$ cat src/rtl/noise_gen_v2_pkg.sv
// noise_gen_v2 shared definitions: rate codes, rate periods, chip variants.
// Variant tap/feedback tables are used when NOISE_VARIANT_SEL_EN is defined.
package noise_pkg;

    typedef enum logic [1:0] {
        NF_32    = 2'd0,
        NF_64    = 2'd1,
        NF_128   = 2'd2,
        NF_TONE3 = 2'd3
    } nf_rate_e;

    localparam int RATE_P0 = 32;
    localparam int RATE_P1 = 64;
    localparam int RATE_P2 = 128;

    typedef enum logic [1:0] {
        VAR_SMS     = 2'd0,
        VAR_SG      = 2'd1,
        VAR_TANDY   = 2'd2,
        VAR_SMS_ALT = 2'd3
    } variant_e;

    localparam int VAR_LFSR_W = 16;

    localparam logic [VAR_LFSR_W-1:0] TAPS_SMS   = 16'h0009;
    localparam logic [VAR_LFSR_W-1:0] TAPS_SG    = 16'h0003;
    localparam logic [VAR_LFSR_W-1:0] TAPS_TANDY = 16'h0011;

    localparam int FB_SMS   = 15;
    localparam int FB_SG    = 14;
    localparam int FB_TANDY = 14;

    function automatic logic [VAR_LFSR_W-1:0] variant_taps(variant_e v);
        logic [VAR_LFSR_W-1:0] t;
        case (v)
            VAR_SG:    t = TAPS_SG;
            VAR_TANDY: t = TAPS_TANDY;
            default:   t = TAPS_SMS;
        endcase
        return t;
    endfunction

    function automatic int variant_fb(variant_e v);
        int f;
        case (v)
            VAR_SG:    f = FB_SG;
            VAR_TANDY: f = FB_TANDY;
            default:   f = FB_SMS;
        endcase
        return f;
    endfunction

endpackage

$ cat src/rtl/noise_gen_v2_if.sv
// noise_gen_v2 bus: tick, control write, tone3 period, level in; noise out.
// The variant signal exists only when NOISE_VARIANT_SEL_EN is defined.
interface noise_gen_v2_if #(
    parameter int COUNTER_BITS = 10,
    parameter int VALUE_BITS   = 4
);
    logic                    clk_en;
    logic                    ctrl_wr;
    logic [2:0]              ctrl_data;
    logic [COUNTER_BITS-1:0] tone3_freq;
    logic [VALUE_BITS-1:0]   value;
`ifdef NOISE_VARIANT_SEL_EN
    logic [1:0]              variant;
`endif
    logic                    out_bit;
    logic [VALUE_BITS-1:0]   out_level;
    logic                    shift_strobe;

    modport master (
`ifdef NOISE_VARIANT_SEL_EN
        output variant,
`endif
        output clk_en,
        output ctrl_wr,
        output ctrl_data,
        output tone3_freq,
        output value,
        input  out_bit,
        input  out_level,
        input  shift_strobe
    );

    modport slave (
`ifdef NOISE_VARIANT_SEL_EN
        input  variant,
`endif
        input  clk_en,
        input  ctrl_wr,
        input  ctrl_data,
        input  tone3_freq,
        input  value,
        output out_bit,
        output out_level,
        output shift_strobe
    );

endinterface

$ cat src/rtl/noise_gen_v2_lfsr.sv
// noise_lfsr: shift register with runtime tap mask and feedback position.
// Reseed loads a single one-hot bit; it wins over a same-cycle shift.
module noise_lfsr #(
    parameter int LFSR_BITS = 16,
    parameter int FBW       = 4,
    parameter int RESET_BIT = 15
) (
    input  logic                 clk,
    input  logic                 reset_n,
    input  logic                 reseed,
    input  logic [FBW-1:0]       seed_bit,
    input  logic                 shift,
    input  logic                 white,
    input  logic [LFSR_BITS-1:0] tap_mask,
    input  logic [FBW-1:0]       fb_bit,
    output logic [LFSR_BITS-1:0] state
);

    logic [LFSR_BITS-1:0] lfsr_q;
    logic [LFSR_BITS-1:0] lfsr_d;
    logic [LFSR_BITS-1:0] fb_hot;
    logic [LFSR_BITS-1:0] low_mask;
    logic                 fb;

    // next state: reseed, else shift right with feedback into fb_bit
    always_comb begin
        fb_hot         = '0;
        fb_hot[fb_bit] = 1'b1;
        low_mask       = fb_hot - LFSR_BITS'(1);
        fb             = white ? ^(lfsr_q & tap_mask) : lfsr_q[0];
        lfsr_d         = lfsr_q;
        if (reseed) begin
            lfsr_d           = '0;
            lfsr_d[seed_bit] = 1'b1;
        end else if (shift) begin
            lfsr_d = ((lfsr_q >> 1) & low_mask) | (fb ? fb_hot : '0);
        end
    end

    // state register
    always_ff @(posedge clk) begin
        if (!reset_n) lfsr_q <= LFSR_BITS'(1) << RESET_BIT;
        else          lfsr_q <= lfsr_d;
    end

    assign state = lfsr_q;

endmodule

$ cat src/rtl/noise_gen_v2.sv
// noise_gen_v2: PSG noise channel - rate divider, tap LFSR, volume gating.
// Define NOISE_VARIANT_SEL_EN for runtime chip-variant tap selection.
module noise_gen_v2
    import noise_pkg::*;
#(
    parameter int                   LFSR_BITS    = 16,
    parameter int                   COUNTER_BITS = 10,
    parameter int                   VALUE_BITS   = 4,
    parameter logic [LFSR_BITS-1:0] TAP_MASK     = 16'h0009,
    parameter int                   FEEDBACK_BIT = 15
) (
    input  logic          clk,
    input  logic          reset_n,
    noise_gen_v2_if.slave bus
);

    localparam int CW  = COUNTER_BITS + 2;
    localparam int FBW = $clog2(LFSR_BITS);
`ifdef NOISE_VARIANT_SEL_EN
    localparam int RST_BIT = FB_SMS;
`else
    localparam int RST_BIT = FEEDBACK_BIT;
`endif

    logic [2:0]            ctrl_q, ctrl_d;
    logic [CW-1:0]         cnt_q, cnt_d;
    logic                  strobe_q, strobe_d;
    logic                  out_bit_q, out_bit_d;
    logic [VALUE_BITS-1:0] out_level_q, out_level_d;
`ifdef NOISE_VARIANT_SEL_EN
    variant_e              variant_q, variant_d;
`endif

    logic [CW-1:0]         period;
    logic                  wrap;
    logic                  shift;
    logic                  stuck;
    logic                  reseed;
    logic [LFSR_BITS-1:0]  lfsr_state;
    logic [LFSR_BITS-1:0]  tap_mask;
    logic [FBW-1:0]        fb_bit;
    logic [FBW-1:0]        new_fb_bit;
    logic [FBW-1:0]        seed_bit;

    // period decode from the latched rate code
    always_comb begin
        period = CW'(RATE_P0);
        case (nf_rate_e'(ctrl_q[1:0]))
            NF_32:    period = CW'(RATE_P0);
            NF_64:    period = CW'(RATE_P1);
            NF_128:   period = CW'(RATE_P2);
            NF_TONE3: period = (bus.tone3_freq == '0)
                             ? (CW'(1) << (COUNTER_BITS + 1))
                             : {1'b0, bus.tone3_freq, 1'b0};
            default:  period = CW'(RATE_P0);
        endcase
    end

    // tap and feedback selection for shifts and for reseeds
    always_comb begin
`ifdef NOISE_VARIANT_SEL_EN
        variant_d  = bus.ctrl_wr ? variant_e'(bus.variant) : variant_q;
        tap_mask   = LFSR_BITS'(variant_taps(variant_q));
        fb_bit     = FBW'(variant_fb(variant_q));
        new_fb_bit = FBW'(variant_fb(variant_e'(bus.variant)));
`else
        tap_mask   = TAP_MASK;
        fb_bit     = FBW'(FEEDBACK_BIT);
        new_fb_bit = FBW'(FEEDBACK_BIT);
`endif
    end

    // rate counter, control latch and shift decision
    always_comb begin
        ctrl_d = ctrl_q;
        cnt_d  = cnt_q;
        wrap   = (cnt_q >= (period - CW'(1)));
        shift  = bus.clk_en && wrap && !bus.ctrl_wr;
        stuck  = (lfsr_state == '0);
        if (bus.ctrl_wr) begin
            ctrl_d = bus.ctrl_data;
            cnt_d  = '0;
        end else if (bus.clk_en) begin
            cnt_d = wrap ? '0 : cnt_q + CW'(1);
        end
        // an all-zero register would never leave zero; reload it instead
        reseed   = bus.ctrl_wr || (shift && stuck);
        seed_bit = bus.ctrl_wr ? new_fb_bit : fb_bit;
    end

    // output stage inputs
    always_comb begin
        strobe_d    = shift;
        out_bit_d   = lfsr_state[0];
        out_level_d = bus.value & {VALUE_BITS{lfsr_state[0]}};
    end

    // control, counter and output registers
    always_ff @(posedge clk) begin
        if (!reset_n) begin
            ctrl_q      <= 3'b000;
            cnt_q       <= '0;
            strobe_q    <= 1'b0;
            out_bit_q   <= 1'b0;
            out_level_q <= '0;
        end else begin
            ctrl_q      <= ctrl_d;
            cnt_q       <= cnt_d;
            strobe_q    <= strobe_d;
            out_bit_q   <= out_bit_d;
            out_level_q <= out_level_d;
        end
    end

`ifdef NOISE_VARIANT_SEL_EN
    // latched chip variant
    always_ff @(posedge clk) begin
        if (!reset_n) variant_q <= VAR_SMS;
        else          variant_q <= variant_d;
    end
`endif

    noise_lfsr #(
        .LFSR_BITS (LFSR_BITS),
        .FBW       (FBW),
        .RESET_BIT (RST_BIT)
    ) u_lfsr (
        .clk      (clk),
        .reset_n  (reset_n),
        .reseed   (reseed),
        .seed_bit (seed_bit),
        .shift    (shift && !stuck),
        .white    (ctrl_q[2]),
        .tap_mask (tap_mask),
        .fb_bit   (fb_bit),
        .state    (lfsr_state)
    );

    assign bus.out_bit      = out_bit_q;
    assign bus.out_level    = out_level_q;
    assign bus.shift_strobe = strobe_q;

endmodule

$ cat src/flat_wrapper.sv
// flat-port wrapper written by rule: the top's interface ports become plain ports
module noise_gen_v2_flat import noise_pkg::*;
#(
    parameter int                   LFSR_BITS    = 16,
    parameter int                   COUNTER_BITS = 10,
    parameter int                   VALUE_BITS   = 4,
    parameter logic [LFSR_BITS-1:0] TAP_MASK     = 16'h0009,
    parameter int                   FEEDBACK_BIT = 15
)
  (clk, reset_n, bus_clk_en, bus_ctrl_wr, bus_ctrl_data, bus_tone3_freq, bus_value, bus_out_bit, bus_out_level, bus_shift_strobe);
  noise_gen_v2_if #(.COUNTER_BITS(COUNTER_BITS), .VALUE_BITS(VALUE_BITS)) bus_i ();
  input  logic clk;
  input  logic reset_n;
  input wire logic [$bits(bus_i.clk_en)-1:0] bus_clk_en;
  input wire logic [$bits(bus_i.ctrl_wr)-1:0] bus_ctrl_wr;
  input wire logic [$bits(bus_i.ctrl_data)-1:0] bus_ctrl_data;
  input wire logic [$bits(bus_i.tone3_freq)-1:0] bus_tone3_freq;
  input wire logic [$bits(bus_i.value)-1:0] bus_value;
  output wire logic [$bits(bus_i.out_bit)-1:0] bus_out_bit;
  output wire logic [$bits(bus_i.out_level)-1:0] bus_out_level;
  output wire logic [$bits(bus_i.shift_strobe)-1:0] bus_shift_strobe;
  assign bus_i.clk_en = bus_clk_en;
  assign bus_i.ctrl_wr = bus_ctrl_wr;
  assign bus_i.ctrl_data = bus_ctrl_data;
  assign bus_i.tone3_freq = bus_tone3_freq;
  assign bus_i.value = bus_value;
  assign bus_out_bit = bus_i.out_bit;
  assign bus_out_level = bus_i.out_level;
  assign bus_shift_strobe = bus_i.shift_strobe;
  noise_gen_v2 #(.LFSR_BITS(LFSR_BITS), .COUNTER_BITS(COUNTER_BITS), .VALUE_BITS(VALUE_BITS), .TAP_MASK(TAP_MASK), .FEEDBACK_BIT(FEEDBACK_BIT)) u_core (.clk(clk), .reset_n(reset_n), .bus(bus_i));
endmodule
$ cat config.mk
export PLATFORM = sky130hd
export DESIGN_NAME = noise_gen_v2_flat
export DESIGN_NICKNAME = d
export VERILOG_FILES = /design/src/rtl/noise_gen_v2_pkg.sv /design/src/rtl/noise_gen_v2_if.sv /design/src/rtl/noise_gen_v2_lfsr.sv /design/src/rtl/noise_gen_v2.sv /design/src/flat_wrapper.sv
export SDC_FILE = /design/constraint.sdc
export NUM_CORES = 1
export LEC_CHECK = 0
export ABC_CLOCK_PERIOD_IN_PS = 8500
export CORE_MARGIN = 1
export CORE_UTILIZATION = 70
export CTS_BUF_LIST = sky130_fd_sc_hd__clkbuf_4 sky130_fd_sc_hd__clkbuf_8
export DETAILED_ROUTE_END_ITERATION = 8
export DONT_BUFFER_PORTS = 1
export PLACE_DENSITY = 0.86
export SLEW_MARGIN = 20
export SYNTH_ARGS = -nofsm -noshare
export SYNTH_HDL_FRONTEND = slang
export SYNTH_SLANG_ARGS = --single-unit
$ cat constraint.sdc
create_clock -name clk -period 8.5 [get_ports clk]
set_clock_uncertainty 0.05 [all_clocks]
set_input_delay 0.425 -clock clk [delete_from_list [all_inputs] [get_ports clk]]
set_output_delay 0.425 -clock clk [all_outputs]
set_load 0.01 [all_outputs]
Word level (Yosys, flattened, before mapping)
Cells that the tools add are included.
- word-level logic and storage cells: 33
- input port bits: 21
- output and inout bits: 6
- flip-flop bits (word level): 37
- bitwise operators: 3
- order comparisons: 1
- reductions and logical operators: 13
- $add $sub $neg: 2
- equal/unequal tests: 3
- muxes and demuxes: 5
- operators by type and width (kind ; count):
    $pmux W12 S4 ; 1
    $mux W12 ; 2
    $logic_not A16 Y1 ; 1
    $mux W16 ; 1
    $or A15 B16 Y16 ; 1
    $reduce_xor A16 Y1 ; 1
    $add A12 B1 Y12 const B ; 1
    $ge A12 B12 Y1 ; 1
    $sub A12 B1 Y12 const B ; 1
    $logic_not A10 Y1 ; 1
    $and A4 B4 Y4 ; 1
    $eq A2 B2 Y1 const B ; 2
    $logic_and A1 B1 Y1 ; 4
    $reduce_or A2 Y1 ; 2
    $eq A2 B1 Y1 const B ; 1
    $logic_not A1 Y1 ; 2
    $logic_not A2 Y1 ; 1
    $logic_or A1 B1 Y1 ; 1
    $mux W1 ; 1
    $not A1 Y1 ; 1

Depth between registers and ports, before layout
- depth in word-level cells: 10
- mapped depth: 15

Cells and area by module
A second synthesis with hierarchy kept.
- cells, all modules: 393
- area, all modules: 3108.0 sq um
- modules (own cells, without submodules) (module ; cells each ; area an instance (sq um) ; sequential area each (sq um) ; times used):
    noise_lfsr ; 227 ; 1644.1 ; 320.3 ; 1
    noise_gen_v2 ; 166 ; 1463.9 ; 420.4 ; 1

Worst setup path before layout
OpenSTA, ideal clock, no wires.
- kind: in2reg
- start point: in bus_tone3_freq[3]
- end point: reg u_core.u_lfsr.lfsr_q[10], in the netlist u_core.u_lfsr.state[10]
- path buffers: 1
- stages: 11
- setup time: 0.072 ns
- arrival time: 2.911 ns
- path slack: 5.468 ns
- cell sequence: or4_4 -> a21oi_4 -> mux2i_1 -> nand4b_1 -> ha_1 -> and2_1 -> a221o_1 -> o2bb2ai_2 -> nor2_8 -> buf_12 -> mux2i_1
- word-level cells in the longest chain between the ends: 10
- elaborated cells on any way between the ends: 11
- classes of those cells: add/sub: 1; order compare: 1; mux: 2; reduce/logical: 7
- RTL lines (what ; line ; source):
    start, declared ; flat_wrapper.sv:17 ; input wire logic [$bits(bus_i.tone3_freq)-1:0] bus_tone3_freq;
    $logic_not A10 Y1 ; noise_gen_v2.sv:52 ; NF_TONE3: period = (bus.tone3_freq == '0)
    $mux W12 (*) ; noise_gen_v2.sv:53 ; ? (CW'(1) << (COUNTER_BITS + 1))
    $pmux W12 S4 (*) ; noise_gen_v2.sv:48 ; case (nf_rate_e'(ctrl_q[1:0]))
    $sub A12 B1 Y12 (*) ; noise_gen_v2.sv:77 ; wrap = (cnt_q >= (period - CW'(1)));
    $ge A12 B12 Y1 (*) ; noise_gen_v2.sv:77 ;
    $logic_and A1 B1 Y1 (*) (2 in series) ; noise_gen_v2.sv:78 ; shift = bus.clk_en && wrap && !bus.ctrl_wr;
    $logic_and A1 B1 Y1 ; noise_gen_v2.sv:87 ; reseed = bus.ctrl_wr || (shift && stuck);
    $logic_or A1 B1 Y1 ; noise_gen_v2.sv:87 ;
    $reduce_or A2 Y1 (no source line) ; n/a ;
    end signal, assigned ; noise_gen_v2_lfsr.sv:42 ; if (!reset_n) lfsr_q <= LFSR_BITS'(1) << RESET_BIT;
    end signal, assigned ; noise_gen_v2_lfsr.sv:43 ; else lfsr_q <= lfsr_d;
    end, declared ; noise_gen_v2_lfsr.sv:19 ; logic [LFSR_BITS-1:0] lfsr_q;
Every way passes the cells marked *; elsewhere a longest branch is shown, timed or not.
A chain may end at the register's enable or synchronous reset.

Final worst setup path
- start point: reg u_core.ctrl_q[1]
- end point: reg u_core.cnt_q[0]
- word-level cells in the longest chain between the ends: 5
- elaborated cells on any way between the ends: 8
- classes of those cells: add/sub: 1; order compare: 1; eq/ne: 3; mux: 2; reduce/logical: 1
- RTL lines (what ; line ; source):
    start, declared ; noise_gen_v2.sv:25 ; logic [2:0] ctrl_q, ctrl_d;
    start signal, assigned ; noise_gen_v2.sv:107 ; ctrl_q <= ctrl_d;
    $eq A2 B2 Y1 (tied with other cells) ; noise_gen_v2.sv:48 ;
    $pmux W12 S4 (*) ; noise_gen_v2.sv:48 ;
    $sub A12 B1 Y12 (*) ; noise_gen_v2.sv:77 ;
    $ge A12 B12 Y1 (*) ; noise_gen_v2.sv:77 ;
    $mux W12 (*) ; noise_gen_v2.sv:84 ; cnt_d = wrap ? '0 : cnt_q + CW'(1);
    end signal, assigned ; noise_gen_v2.sv:108 ; cnt_q <= cnt_d;
    end, declared ; noise_gen_v2.sv:26 ; logic [CW-1:0] cnt_q, cnt_d;
Marks and branches as above.

==> flow_metrics.py <==
metrics = {
    "status": {
        "status": "complete, no violations",
    },
    "synth": {
        "syn_area_sq_um": 2050,
        "synth-edff-count": 0,
        "async_flop_share_pct": 0,
        "synth_adder_area_share_pct": 7.93,
        "yosysSeqAreaShare_pct": 36.1,
        "syn_inst": 212,
        "synth_top_family_by_area": "simple AND/OR/NAND/NOR gates",
        "synth.avg_cell_area_sq_um": 9.68,
        "synth_top_area_share_pct": 36.1,
        "synth_mux_area_share_pct": 10.2,
        "synth_top_cell_by_area": "dfxtp_1",
        "syn_nets": 246,
        "yosysWarnings": 0,
        "synth-compound-area-share_pct": 6.83,
        "synth.distinct_cells": 43,
        "synthXorXnorAreaFrac_pct": 7.68,
        "synthTopCellsByArea": "dfxtp_1 (36%), mux2i_1 (10%), ha_1 (7.9%)",
        "ys_seq_elements": 37,
        "yosys.area_share.simple_pct": 27.7,
        "synthFlopType": "dfxtp_1",
    },
    "floorplanning": {
        "die_w_um": 56.1,
        "ios": 27,
        "dieArea_sq_um": 3150,
        "fp-row-count": 19,
        "core_sq_um": 2760,
        "start_util_pct": 74.4,
        "dieHeight_um": 56.1,
    },
    "clock_network": {
        "clk_path_buf_depth": 2,
        "cts_resized": 0,
        "holdBufCountCts": 0,
        "postCtsSetupBuffers": 0,
        "numCtsBuffers": 5,
        "clock_sinks": 37,
        "clkTransAtPathRegs_ns": 0.11,
        "root_buffer": "clkbuf_4",
        "clk_latency_ns": 0.33,
        "cts_tree": "yes",
        "cts_max_level": 2,
    },
    "finish": {
        "nets": 245,
        "drive_gt1_share_pct": 12.3,
        "fin_area_sq_um": 2090,
        "area_growth_pct": 1.65,
        "diodes": 0,
    },
    "sta": {
        "finalSetupViolations": 0,
        "tightestPinTransition_ns": 0.996,
        "max_freq_mhz": 285,
        "post-route-period-util_pct": 41.3,
        "slew-limit-headroom_pct": 33.5,
        "hold_viol": 0,
        "grt_setup_unrepaired": "false",
        "slew_violations": 0,
        "fin_setup_tns_ns": 0,
        "period_needed_ns": 3.51,
    },
    "route": {
        "drt_iter0_drc": 90,
        "drc_errors": 0,
        "wirelength_mm": 3.83,
        "dr.pass1.iters": 6,
        "ant_nets": 0,
        "vias": 1524,
        "post_drt_wl_per_cell_um": 15.8,
        "via_per_inst": 6.30,
    },
    "grt": {
        "grt_pass1_wl_mm": 6.31,
        "met3_usage_pct": 6.74,
        "first_global_vias": 1464,
        "grt-ovfl-total": 0,
        "grt-busiest-layer": "met2",
        "grtUsageTotal_pct": 25.6,
        "grt_max_degree": 18,
        "antenna_found_initial": 0,
        "use_met1_pct": 29.3,
        "globalRouteMet2Util_pct": 46.3,
    },
    "placed_design": {
        "port_buffers": 0,
        "place_hpwl_mm": 2.91,
        "gp_congestion": 0.926,
        "placed_area_sq_um": 2030,
    },
    "pwr": {
        "p_leak_nw": 0.906,
        "vdd_drop_max_mv": 0.159,
        "pwr_density_cell_nw_per_um2": 137,
    },
    "min_path": {
        "worstHoldPathCells": 1,
        "hold_path.class": "in2reg",
    },
    "critical_path": {
        "arrival_ns": 3.72,
        "worstPathRequired_ns": 8.71,
        "cp-end-kind": "flip-flop",
        "worstSetupPathType": "reg2reg",
        "r2r_cells": 13,
        "crit_path_max_fanout": 15,
        "start_kind": "flip-flop",
    },
    "job": {
        "cap_violations": 0,
    },
}
-- sequential cells by signal (all words and copies together), names as in the netlist --
signal / cells
u_core.ctrl_q: 3
u_core.bus.out_bit: 1
u_core.u_lfsr.state: 16
u_core.cnt_q: 12
u_core.bus.shift_strobe: 1
u_core.bus.out_level: 4
-- layout make-up --
cell class                      count  area (sq um)
Multi-Input combinational cell    165          1240
Sequential cell                    37           741
Fill cell                         195           672
Clock buffer                        6          51.3
Tap cell                           31          38.8
Clock inverter                      1          7.51
Inverter                            2          7.51
-- cell families after synthesis --
logic type               count (synthesis)
AO/OA/AOI/OAI                           18
XOR/XNOR                                18
adder cells (fa/ha/maj)                 13
buffers and inverters                   10
flip-flops                              37
multiplexers                            21
AND/OR/NAND/NOR                         95
-- through the flow --
step                instances  hold WS (ns)  power (mW)  util, %  worst slack (ns)
floorplan                 212         0.398       0.196        -              5.47
global placement          235         0.418       0.196     73.5              5.25
detailed placement        235         0.434       0.197     73.5              5.03
CTS                       242         0.164       0.288     75.6              5.02
global route              242         0.169       0.295     75.6              4.74
finish                    242         0.175       0.285     75.6              4.99
-- cells in the final DEF, fill, tap and decap left out, types with 2 or more instances in the layout --
cell type	instances
clkbuf_4	5
nor2b_1	4
inv_1	2
nand2_1	32
and2_1	2
and3_1	7
nand3_1	9
nor3_2	11
nor4_1	4
mux2i_1	21
xor2_1	11
nor2_1	5
nand4_1	6
nor3_1	5
a21o_1	2
ha_1	13
a21oi_1	4
xnor2_1	7
o21ai_1	2
dfxtp_1	37
o21ai_0	2
-- final timing paths --
path                                        from                                   to  slack (ns)
max reg2reg        u_core.ctrl_q[1]$_SDFFE_PN0P_         u_core.cnt_q[0]$_SDFFE_PP0P_        4.99
min reg2reg  u_core.u_lfsr.state[2]$_SDFFE_PP0P_  u_core.u_lfsr.state[2]$_SDFFE_PP0P_        0.45
max                u_core.ctrl_q[1]$_SDFFE_PN0P_         u_core.cnt_q[0]$_SDFFE_PP0P_        4.99
min                                      reset_n        u_core.ctrl_q[0]$_SDFFE_PN0P_        0.17
-- synthesized netlist by cell type (2+ instances only) --
| cell type | number |
|---|---|
| dfxtp_1 | 37 |
| nand2_1 | 32 |
| mux2i_1 | 21 |
| ha_1 | 13 |
| nor3_2 | 11 |
| xor2_1 | 11 |
| nand3_1 | 9 |
| and3_1 | 7 |
| xnor2_1 | 7 |
| nand4_1 | 6 |
| nor2_1 | 5 |
| nor3_1 | 5 |
| a21oi_1 | 4 |
| nor2b_1 | 4 |
| nor4_1 | 4 |
| a21o_1 | 2 |
| and2_1 | 2 |
| buf_2 | 2 |
| buf_4 | 2 |
| clkbuf_1 | 2 |
| inv_1 | 2 |
| o21ai_0 | 2 |
| o21ai_1 | 2 |
-- where the power goes --
group | internal [mW] | leakage, nW | switching [mW]
Clock | 0.0387 | 0.0303 | 0.0532
Sequential | 0.174 | 0.299 | 0.00273
Combinational | 0.00741 | 0.577 | 0.00898
-- routing by layer --
layer	routed length, um	vias to the layer above	share of wire (%)
li1	-	763	-
met1	1610	718	42
met3	145	6	3.8
met5	0	-	0
met2	2030	37	53
met4	42	0	1.1
-- critical path: stages, from the launching register on --
cell	delay (ns)
dfxtp_1	0.60
nand3_1	0.16
ha_1	0.31
nand2_1	0.14
a21oi_4	0.06
nand2_2	0.09
mux2i_1	0.19
nand2_1	0.08
ha_1	0.32
a21o_1	0.17
a221o_1	0.35
a2bb2oi_1	0.22
nand2_1	0.39
nor3_1	0.29
Note: power is estimated with default switching activity, not from simulation.
